### src/rtl/imem_loader_if.sv
// Byte-stream input and instruction-memory write port of the boot-time program loader.
interface imem_loader_if #(
  parameter int XLEN = 32
) ();
  logic            start;
  logic            in_valid;
  logic [7:0]      in_data;
  logic            in_ready;
  logic            mem_we;
  logic [XLEN-1:0] mem_addr;
  logic [XLEN-1:0] mem_wdata;
  logic            core_hold;
  logic            done;
  logic            error;

  modport master (
    output start, in_valid, in_data,
    input  in_ready, mem_we, mem_addr, mem_wdata, core_hold, done, error
  );

  modport slave (
    input  start, in_valid, in_data,
    output in_ready, mem_we, mem_addr, mem_wdata, core_hold, done, error
  );
endinterface

### src/rtl/imem_loader.sv
// Boot-time instruction memory loader: length-prefixed little-endian byte stream to word writes.
// Optional trailing XOR checksum byte enabled by defining IMEM_LOADER_CHECKSUM_EN.
module imem_loader #(
  parameter int XLEN     = 32,
  parameter int MEM_SIZE = 1024
) (
  input  logic         clk,
  input  logic         rst_n,
  imem_loader_if.slave bus
);
  localparam int IDXW = $clog2(MEM_SIZE) + 1;

  typedef enum logic [2:0] {
    S_IDLE = 3'd0,
    S_LEN  = 3'd1,
    S_DATA = 3'd2,
    S_DONE = 3'd3,
`ifdef IMEM_LOADER_CHECKSUM_EN
    S_CSUM = 3'd5,
`endif
    S_ERR  = 3'd4
  } state_e;

  function automatic logic is_active(input state_e s);
`ifdef IMEM_LOADER_CHECKSUM_EN
    return (s == S_LEN) || (s == S_DATA) || (s == S_CSUM);
`else
    return (s == S_LEN) || (s == S_DATA);
`endif
  endfunction

  state_e          state_q, state_d;
  logic [31:0]     n_q, n_d;
  logic [1:0]      bcnt_q, bcnt_d;
  logic [IDXW-1:0] widx_q, widx_d;
  logic [31:0]     word_q, word_d;
  logic            we_q, we_d;
  logic [XLEN-1:0] addr_q, addr_d;
  logic [XLEN-1:0] wdata_q, wdata_d;
  logic            done_q, done_d;
  logic            error_q, error_d;
  logic            ready_q, ready_d;
  logic            hold_q, hold_d;
`ifdef IMEM_LOADER_CHECKSUM_EN
  logic [7:0]      csum_q, csum_d;
`endif

  logic            xfer_s;
  logic [31:0]     word_next_s;
  logic [31:0]     n_next_s;

  // New bytes enter at the top, so after four shifts the first byte sits in bits [7:0].
  assign xfer_s      = bus.in_valid && ready_q;
  assign word_next_s = {bus.in_data, word_q[31:8]};
  assign n_next_s    = {bus.in_data, n_q[31:8]};

  assign bus.in_ready  = ready_q;
  assign bus.mem_we    = we_q;
  assign bus.mem_addr  = addr_q;
  assign bus.mem_wdata = wdata_q;
  assign bus.core_hold = hold_q;
  assign bus.done      = done_q;
  assign bus.error     = error_q;

  // Next-state and registered-output logic.
  always_comb begin
    state_d = state_q;
    n_d     = n_q;
    bcnt_d  = bcnt_q;
    widx_d  = widx_q;
    word_d  = word_q;
    we_d    = 1'b0;
    addr_d  = addr_q;
    wdata_d = wdata_q;
    done_d  = done_q;
    error_d = error_q;
`ifdef IMEM_LOADER_CHECKSUM_EN
    csum_d  = csum_q;
`endif
    case (state_q)
      S_IDLE, S_DONE, S_ERR: begin
        if (bus.start) begin
          state_d = S_LEN;
          n_d     = 32'd0;
          bcnt_d  = 2'd0;
          widx_d  = '0;
          word_d  = 32'd0;
          done_d  = 1'b0;
          error_d = 1'b0;
`ifdef IMEM_LOADER_CHECKSUM_EN
          csum_d  = 8'd0;
`endif
        end else begin
          // DONE entered with the final write in flight; done follows one cycle later.
          done_d = (state_q == S_DONE);
        end
      end
      S_LEN: begin
        if (xfer_s) begin
          n_d    = n_next_s;
          bcnt_d = bcnt_q + 2'd1;
          if (bcnt_q == 2'd3) begin
            if (n_next_s == 32'd0) begin
`ifdef IMEM_LOADER_CHECKSUM_EN
              state_d = S_CSUM;
`else
              state_d = S_DONE;
              done_d  = 1'b1;
`endif
            end else if (n_next_s > 32'(MEM_SIZE)) begin
              state_d = S_ERR;
              error_d = 1'b1;
            end else begin
              state_d = S_DATA;
            end
          end else begin
            state_d = S_LEN;
          end
        end else begin
          state_d = S_LEN;
        end
      end
      S_DATA: begin
        if (xfer_s) begin
          word_d = word_next_s;
          bcnt_d = bcnt_q + 2'd1;
`ifdef IMEM_LOADER_CHECKSUM_EN
          csum_d = csum_q ^ bus.in_data;
`endif
          if (bcnt_q == 2'd3) begin
            we_d    = 1'b1;
            addr_d  = XLEN'({widx_q, 2'b00});
            wdata_d = XLEN'(word_next_s);
            widx_d  = widx_q + IDXW'(1);
            if ((32'(widx_q) + 32'd1) == n_q) begin
`ifdef IMEM_LOADER_CHECKSUM_EN
              state_d = S_CSUM;
`else
              state_d = S_DONE;
`endif
            end else begin
              state_d = S_DATA;
            end
          end else begin
            state_d = S_DATA;
          end
        end else begin
          state_d = S_DATA;
        end
      end
`ifdef IMEM_LOADER_CHECKSUM_EN
      S_CSUM: begin
        if (xfer_s) begin
          if ((csum_q ^ bus.in_data) == 8'd0) begin
            state_d = S_DONE;
            done_d  = 1'b1;
          end else begin
            state_d = S_ERR;
            error_d = 1'b1;
          end
        end else begin
          state_d = S_CSUM;
        end
      end
`endif
      default: begin
        state_d = S_IDLE;
      end
    endcase
    ready_d = is_active(state_d);
    hold_d  = is_active(state_d) || we_d;
  end

  // State and output registers.
  always_ff @(posedge clk or negedge rst_n) begin
    if (!rst_n) begin
      state_q <= S_IDLE;
      n_q     <= 32'd0;
      bcnt_q  <= 2'd0;
      widx_q  <= '0;
      word_q  <= 32'd0;
      we_q    <= 1'b0;
      addr_q  <= '0;
      wdata_q <= '0;
      done_q  <= 1'b0;
      error_q <= 1'b0;
      ready_q <= 1'b0;
      hold_q  <= 1'b0;
`ifdef IMEM_LOADER_CHECKSUM_EN
      csum_q  <= 8'd0;
`endif
    end else begin
      state_q <= state_d;
      n_q     <= n_d;
      bcnt_q  <= bcnt_d;
      widx_q  <= widx_d;
      word_q  <= word_d;
      we_q    <= we_d;
      addr_q  <= addr_d;
      wdata_q <= wdata_d;
      done_q  <= done_d;
      error_q <= error_d;
      ready_q <= ready_d;
      hold_q  <= hold_d;
`ifdef IMEM_LOADER_CHECKSUM_EN
      csum_q  <= csum_d;
`endif
    end
  end
endmodule
### src/flat_wrapper.sv
// flat-port wrapper written by rule: the top's interface ports become plain ports
module imem_loader_flat 
#(
  parameter int XLEN     = 32,
  parameter int MEM_SIZE = 1024
)
  (clk, rst_n, bus_start, bus_in_valid, bus_in_data, bus_in_ready, bus_mem_we, bus_mem_addr, bus_mem_wdata, bus_core_hold, bus_done, bus_error);
  imem_loader_if #(.XLEN(XLEN)) bus_i ();
  input  logic clk;
  input  logic rst_n;
  input wire logic [$bits(bus_i.start)-1:0] bus_start;
  input wire logic [$bits(bus_i.in_valid)-1:0] bus_in_valid;
  input wire logic [$bits(bus_i.in_data)-1:0] bus_in_data;
  output wire logic [$bits(bus_i.in_ready)-1:0] bus_in_ready;
  output wire logic [$bits(bus_i.mem_we)-1:0] bus_mem_we;
  output wire logic [$bits(bus_i.mem_addr)-1:0] bus_mem_addr;
  output wire logic [$bits(bus_i.mem_wdata)-1:0] bus_mem_wdata;
  output wire logic [$bits(bus_i.core_hold)-1:0] bus_core_hold;
  output wire logic [$bits(bus_i.done)-1:0] bus_done;
  output wire logic [$bits(bus_i.error)-1:0] bus_error;
  assign bus_i.start = bus_start;
  assign bus_i.in_valid = bus_in_valid;
  assign bus_i.in_data = bus_in_data;
  assign bus_in_ready = bus_i.in_ready;
  assign bus_mem_we = bus_i.mem_we;
  assign bus_mem_addr = bus_i.mem_addr;
  assign bus_mem_wdata = bus_i.mem_wdata;
  assign bus_core_hold = bus_i.core_hold;
  assign bus_done = bus_i.done;
  assign bus_error = bus_i.error;
  imem_loader #(.XLEN(XLEN), .MEM_SIZE(MEM_SIZE)) u_core (.clk(clk), .rst_n(rst_n), .bus(bus_i));
endmodule
### config.mk
export PLATFORM = sky130hd
export DESIGN_NAME = imem_loader_flat
export DESIGN_NICKNAME = d
export VERILOG_FILES = /design/src/rtl/imem_loader_if.sv /design/src/rtl/imem_loader.sv /design/src/flat_wrapper.sv
export SDC_FILE = /design/constraint.sdc
export NUM_CORES = 1
export LEC_CHECK = 0
export ABC_CLOCK_PERIOD_IN_PS = 2500
export CORE_MARGIN = 2
export CORE_UTILIZATION = 55
export CTS_BUF_LIST = sky130_fd_sc_hd__clkbuf_8
export DETAILED_ROUTE_END_ITERATION = 6
export PLACE_DENSITY = 0.77
export SETUP_SLACK_MARGIN = 0.4
export SYNTH_ARGS = -nofsm -noshare
export SYNTH_HDL_FRONTEND = slang
export SYNTH_SLANG_ARGS = --single-unit
### constraint.sdc
create_clock -name clk -period 2.5 [get_ports clk]
set_input_delay 0.5 -clock clk [delete_from_list [all_inputs] [get_ports clk]]
set_output_delay 0.5 -clock clk [all_outputs]
set_load 0.1 [all_outputs]
---- Yosys cells after proc, flatten, opt, wreduce, memory -nomap -nowiden ----
Cells that the tools add are included.
storage, ports and cells
  register bits ........................... 128
  input port bits ......................... 12
  output and inout port bits .............. 69
  word-level logic and storage cells ...... 85
cells by class
  $add $sub $neg .......................... 3
  $lt $le $gt $ge ......................... 1
  equality and inequality tests ........... 17
  mux-type cells .......................... 35
  reduce and logical (&&, ||, !) cells .... 17
operators with widths
  operator                 count
  $pmux W32 S2             2
  $mux W32                 3
  $mux W11                 3
  $eq A32 B32 Y1           1
  $gt A32 B11 Y1 const B   1
  $logic_not A32 Y1        1
  $pmux W11 S2             1
  $mux W1                  15
  $mux W3                  5
  $ne A2 B1 Y1 const B     7
  $add A11 B1 Y12 const B  1
  $reduce_and A3 Y1        4
  $add A11 B1 Y11 const B  1
  $eq A3 B2 Y1 const B     3
  $pmux W3 S3              1
  $reduce_and A4 Y1        2
  $eq A3 B1 Y1 const B     2
  $reduce_and A6 Y1        1
  $reduce_bool A2 Y1       3
  $mux W2                  2
  $ne A2 B2 Y1 const B     2
  $pmux W1 S2              2
  $pmux W2 S2              1
  $eq A3 B3 Y1 const B     1
  7 further kinds          8

---- Depth between registers and ports, before layout ----
  depth after elaboration ................. 9
  depth in mapped cells ................... 9
  depth with buffers taken out ............ 8

---- Least setup slack after synthesis ----
Ideal clock, no wire load.
  path type ............................... register -> register
  start point ............................. register u_core.ready_q (netlist: u_core.bus.in_ready)
  end point ............................... register u_core.hold_q (netlist: u_core.bus.core_hold)
  setup time .............................. 0.118 ns
  arrival ................................. 2.129 ns
  required time ........................... 2.382 ns
  setup slack ............................. 0.253 ns
  stages on the path, launching flop included .. 8
  path buffers ............................ 0
  clock period less this slack ............ 2.247 ns
  cell sequence ........................... dfrtp_1 and3b_1 nand4_1 nor4_1 o2111ai_1 nor3_2 a21boi_1 a21o_1
between the ends
  word-level cells in the longest chain between the ends .. 6
RTL lines
  item                                          line                                   RTL
  from (decl)                                   imem_loader.sv:42                      logic ready_q, ready_d;
  from (signal assigned)                        imem_loader.sv:203                     ready_q <= ready_d;
  $logic_and A1 B1 Y1 (*)                       imem_loader.sv:53                      assign xfer_s = bus.in_valid && ready_q;
  $mux W1 or $mux W3 (tied branches)            imem_loader.sv:124, imem_loader.sv:99
  $pmux W3 S3                                   imem_loader.sv:80                      case (state_q)
  $eq A3 B1 Y1 or $eq A3 B2 Y1 (tied branches)  imem_loader.sv:28                      return (s == S_LEN) || (s == S_DATA);
  $logic_or A1 B1 Y1                            imem_loader.sv:28
  $logic_or A1 B1 Y1 (*)                        imem_loader.sv:171                     hold_d = is_active(state_d) || we_d;
  named net u_core.hold_d                       imem_loader.sv:43                      logic hold_q, hold_d;
  to (signal assigned)                          imem_loader.sv:204                     hold_q <= hold_d;
  to (decl)                                     imem_loader.sv:43
The timed path passes the listed nets; every way through them passes the cells marked *.
A chain may end at the register's enable or synchronous reset.

---- Worst setup path in the final report ----
  start point ............................. register u_core.n_q[23]
  end point ............................... register u_core.hold_q (netlist: u_core.bus.core_hold)
between the ends
  word-level cells in the longest chain between the ends .. 9
RTL lines
  item                                          line                RTL
  from (decl)                                   imem_loader.sv:33   logic [31:0] n_q, n_d;
  from (signal assigned)                        imem_loader.sv:194  n_q <= n_d;
  $gt A32 B11 Y1                                imem_loader.sv:110  end else if (n_next_s > 32'(MEM_SIZE)) begin
  $mux W3                                       imem_loader.sv:110
  $mux W3                                       imem_loader.sv:103  if (n_next_s == 32'd0) begin
  $mux W3                                       imem_loader.sv:102  if (bcnt_q == 2'd3) begin
  $mux W3                                       imem_loader.sv:99   if (xfer_s) begin
  $pmux W3 S3 (*)                               imem_loader.sv:80
  $eq A3 B1 Y1 or $eq A3 B2 Y1 (tied branches)  imem_loader.sv:28
  $logic_or A1 B1 Y1 (*)                        imem_loader.sv:28
  $logic_or A1 B1 Y1 (*)                        imem_loader.sv:171
  named net u_core.hold_d                       imem_loader.sv:43
Marked as above.

==> flow_summary_export.csv <==
group,metric,value,unit
setup_path,cp.required,2820,ps
power,p_clk_share,29.8,%
global_routing,antenna_found_initial,0,
timing,setup_viol,0,
setup_path,worstPathArrival,2510,ps
cells_and_area,n_fill_cell,794,
timing,finalHoldViolations,0,
power,powerDensity,909,mW/mm^2
min_path,holdCritPathClass,"in2async",
die,fp.dieW,104,um
logic_synthesis,ys_top_cells_by_area,"dfrtp_1 55%, nand2_1 18%, o21ai_0 7.2%, buf_4 2.9%, clkbuf_1 2.3%",
timing,period_needed,2190,ps
setup_path,cp-end-kind,"flip-flop",
logic_synthesis,ys_async_sr_fraction,100,%
logic_synthesis,ys_ff_latch,120,
status,status,"finished clean",
logic_synthesis,netlist_area,0.00545,mm^2
place,place.gp.congestion,0.885,
logic_synthesis,ys_types,45,
logic_synthesis,synth_compound_area_share,11.6,%
routing,vias,4505,
place,portBuffers,59,
logic_synthesis,yosysTopAreaCellShare,55.1,%
timing,finClkSkew,7.77,ps
cells_and_area,fin_util,68.5,%
timing,fmax,457,MHz
global_routing,grt_max_degree,65,
timing,rsz0062_at_grt,"true",
power,internal_power,3.90,mW
cells_and_area,fin_area,0.00664,mm^2
setup_path,rrSetupSlack,310,ps
timing,finalCritPeriodShare,87.6,%
logic_synthesis,yosysTopAreaCell,"dfrtp_1",
logic_synthesis,synth-edff-count,0,
timing,slew_violations,0,
routing,final_antenna_net_count,0,
logic_synthesis,synthXorXnorAreaFrac,2.57,%
setup_path,reg2reg_to,"u_core.bus.core_hold",
logic_synthesis,synthAdderAreaFrac,0.460,%
cells_and_area,drive_above_1_share,17.5,%
timing,tightest_slew,613,ps
routing,drtIter0Drc,222,
cts,numCtsBuffers,17,
job,drv_cap,0,
power,vdd.ir_drop.worst,0.742,mV
logic_synthesis,synthSimpleGateAreaFrac,24.2,%
setup_path,rr_startpoint,"u_core.n_q[23]",
logic_synthesis,netlist_instances,634,
power,power_frac_comb,27.6,%
logic_synthesis,ys_warn_count,0,
routing,dr.pass1.iters,5,
logic_synthesis,synthFlopType,"dfrtp_1",
power,p_leak,3.30,nW
routing,drc,0,
global_routing,grt_pass1_vias,4327,
setup_path,path_max_fanout,3,
die,coreArea,0.00968,mm^2
cts,cts-root-buf,"clkbuf_8",
die,std_cell_rows,36,
die,fp.dieH,104,um
routing,vias_per_cell,5.33,
setup_path,crit_type,"reg2reg",
cells_and_area,num_antenna_cells,0,
cts,htreeDepth,4,
cts,clock-sinks,120,
die,die_area,0.0107,mm^2
power,swShare,35.3,%
global_routing,grt_pass1_wl,20400,um
logic_synthesis,seq_area_frac_synth,55.1,%
cells_and_area,syn_to_final_growth,21.9,%
logic_synthesis,synth_top_family_by_area,"simple AND/OR/NAND/NOR gates",
global_routing,track_usage,23.4,%
routing,route.detailed.wl_per_inst,14.0,um
setup_path,crit_path_start_kind,"flip-flop",
power,p_switching,2.13,mW
setup_path,reg2reg_depth,7,
global_routing,grt_overflow_total,0,
timing,max-slew-margin-rel,59.1,%
cts,clk_pin_slew,70,ps
die,floorplan.initialDensity,56.2,%
cts,clk_latency,430,ps
logic_synthesis,synth.avg_cell_area,8.59,um^2
timing,finalSetupTns,0,ps
place,dpl_cell_area,0.00612,mm^2
routing,wirelength,11900,um
die,boundaryPins,81,
cts,cts.path.max_buffers,2,
power,seqPwrFrac,42.6,%
cts,cts_tree,"yes",
logic_synthesis,synth_mux_area_share,0.184,%
cells_and_area,nNetsFinal,716,
place,place_hpwl,8020,um
-- per-layer routing --
layer,vias to the layer above,GRT usage [%],part of all wire [%]
met5,-,0,0
met3,22,4.85,5.9
met4,0,8.88,1.7
li1,2184,-,-
met2,164,37.0,49
met1,2135,32.1,44
-- synthesized netlist by cell type, types with 3 or more instances --
cell type  instances
a21oi_1           10
a31oi_1            3
and2_1             3
and3_1             6
buf_4             21
clkbuf_1          34
dfrtp_1          120
inv_1              4
nand2_1          256
nand3_1            6
nand4_1            4
nor2_1            20
nor3_1             3
nor4_1             9
o21ai_0           78
o31ai_1            5
xnor2_1           11
xor2_1             5
-- power groups by stage --
stage / Sequential [mW] / Combinational, mW / Clock (mW)
after floorplan: 2.59 / 1.05 / 0
after global placement: 2.53 / 1.48 / 0
after detailed placement: 2.55 / 1.51 / 0
after CTS: 2.53 / 1.62 / 1.83
after global routing: 2.61 / 1.83 / 1.93
final: 2.57 / 1.66 / 1.80
-- layout by cell type, fill, tap and decap left out, drive strengths merged, types with 2 or more instances in the layout --
cell type,instances
a21oi,10
conb,21
o21ai,78
and2,3
bufinv,4
ha,2
nand4,4
nand2b,2
nand3,6
nand2,256
nor3b,2
nor4,9
nor3,4
xnor2,11
inv,6
a32o,2
a31oi,3
a22oi,2
or3,2
buf,77
nor2,20
and3b,2
clkbuf,18
clkdlybuf4s50,10
nor2b,2
o31ai,5
dfrtp,120
and3,6
clkinv,5
xor2,5
a22o,2
-- layout make-up --
class	count	area (um^2)	share of cell area, %
inverters	4	15.0	0.226
clock inverters	12	160	2.41
flip-flops and latches	120	3000	45.3
repair buffers	87	728	11.0
clock buffers	18	248	3.73
well taps	133	166	2.51
multi-input cells	472	2310	34.9
-- registers in the layout, indices dropped and copies added, names as in the netlist --
name,cells
u_core.bus.mem_wdata,32
u_core.n_q,32
u_core.word_q,24
u_core.bus.mem_addr,11
u_core.widx_q,11
u_core.state_q,3
u_core.bcnt_q,2
u_core.bus.core_hold,1
u_core.bus.done,1
u_core.bus.error,1
u_core.bus.in_ready,1
u_core.bus.mem_we,1
-- per-stage QoR --
step                      instances  setup slack, ps  hold slack (ps)  power (mW)
after global routing            846              236              104        6.36
after floorplan                 654              411              204        3.65
after global placement          814            -81.7              451        4.01
after detailed placement        814             -163              458        4.06
after CTS                       846              328             77.9        5.99
final                           846              310             79.8        6.03
-- worst max-delay path, cell delays in order (launching register included) --
cell and delay, ps:
dfrtp_1 380, or4_4 560, or3_4 380, nor4_4 150
o2111ai_1 160, nor3_2 170, a21boi_2 100, a21o_1 180
-- cell families after synthesis --
| group | after synthesis |
|---|---|
| buffers and inverters | 62 |
| other | 1 |
| XOR/XNOR | 16 |
| AO/OA/AOI/OAI | 112 |
| adder cells (fa/ha/maj) | 2 |
| AND/OR/NAND/NOR | 320 |
| multiplexers | 1 |
| flip-flops | 120 |
-- worst max-delay path by stage --
stage / startpoint / endpoint / depth (start not counted)
3_3_place_gp: bus_in_data[4] / u_core.bus.core_hold / 8
6_report: u_core.n_q[23] / u_core.bus.core_hold / 7
2_1_floorplan: u_core.n_q[23] / u_core.bus.core_hold / 5
5_1_grt: u_core.n_q[25] / u_core.bus.core_hold / 7
3_5_place_dp: bus_in_data[4] / u_core.bus.core_hold / 8
4_1_cts: u_core.n_q[23] / u_core.bus.core_hold / 7
-- repair_timing --
action	CTS	global route
endpoints found under the setup margin	7	7
gates resized for setup	10	7
hold buffers	0	0
endpoints found under the hold margin	0	0
pin swaps	1	2
buffers inserted	2	0
No activity file was read; power rests on OpenSTA's default activity.
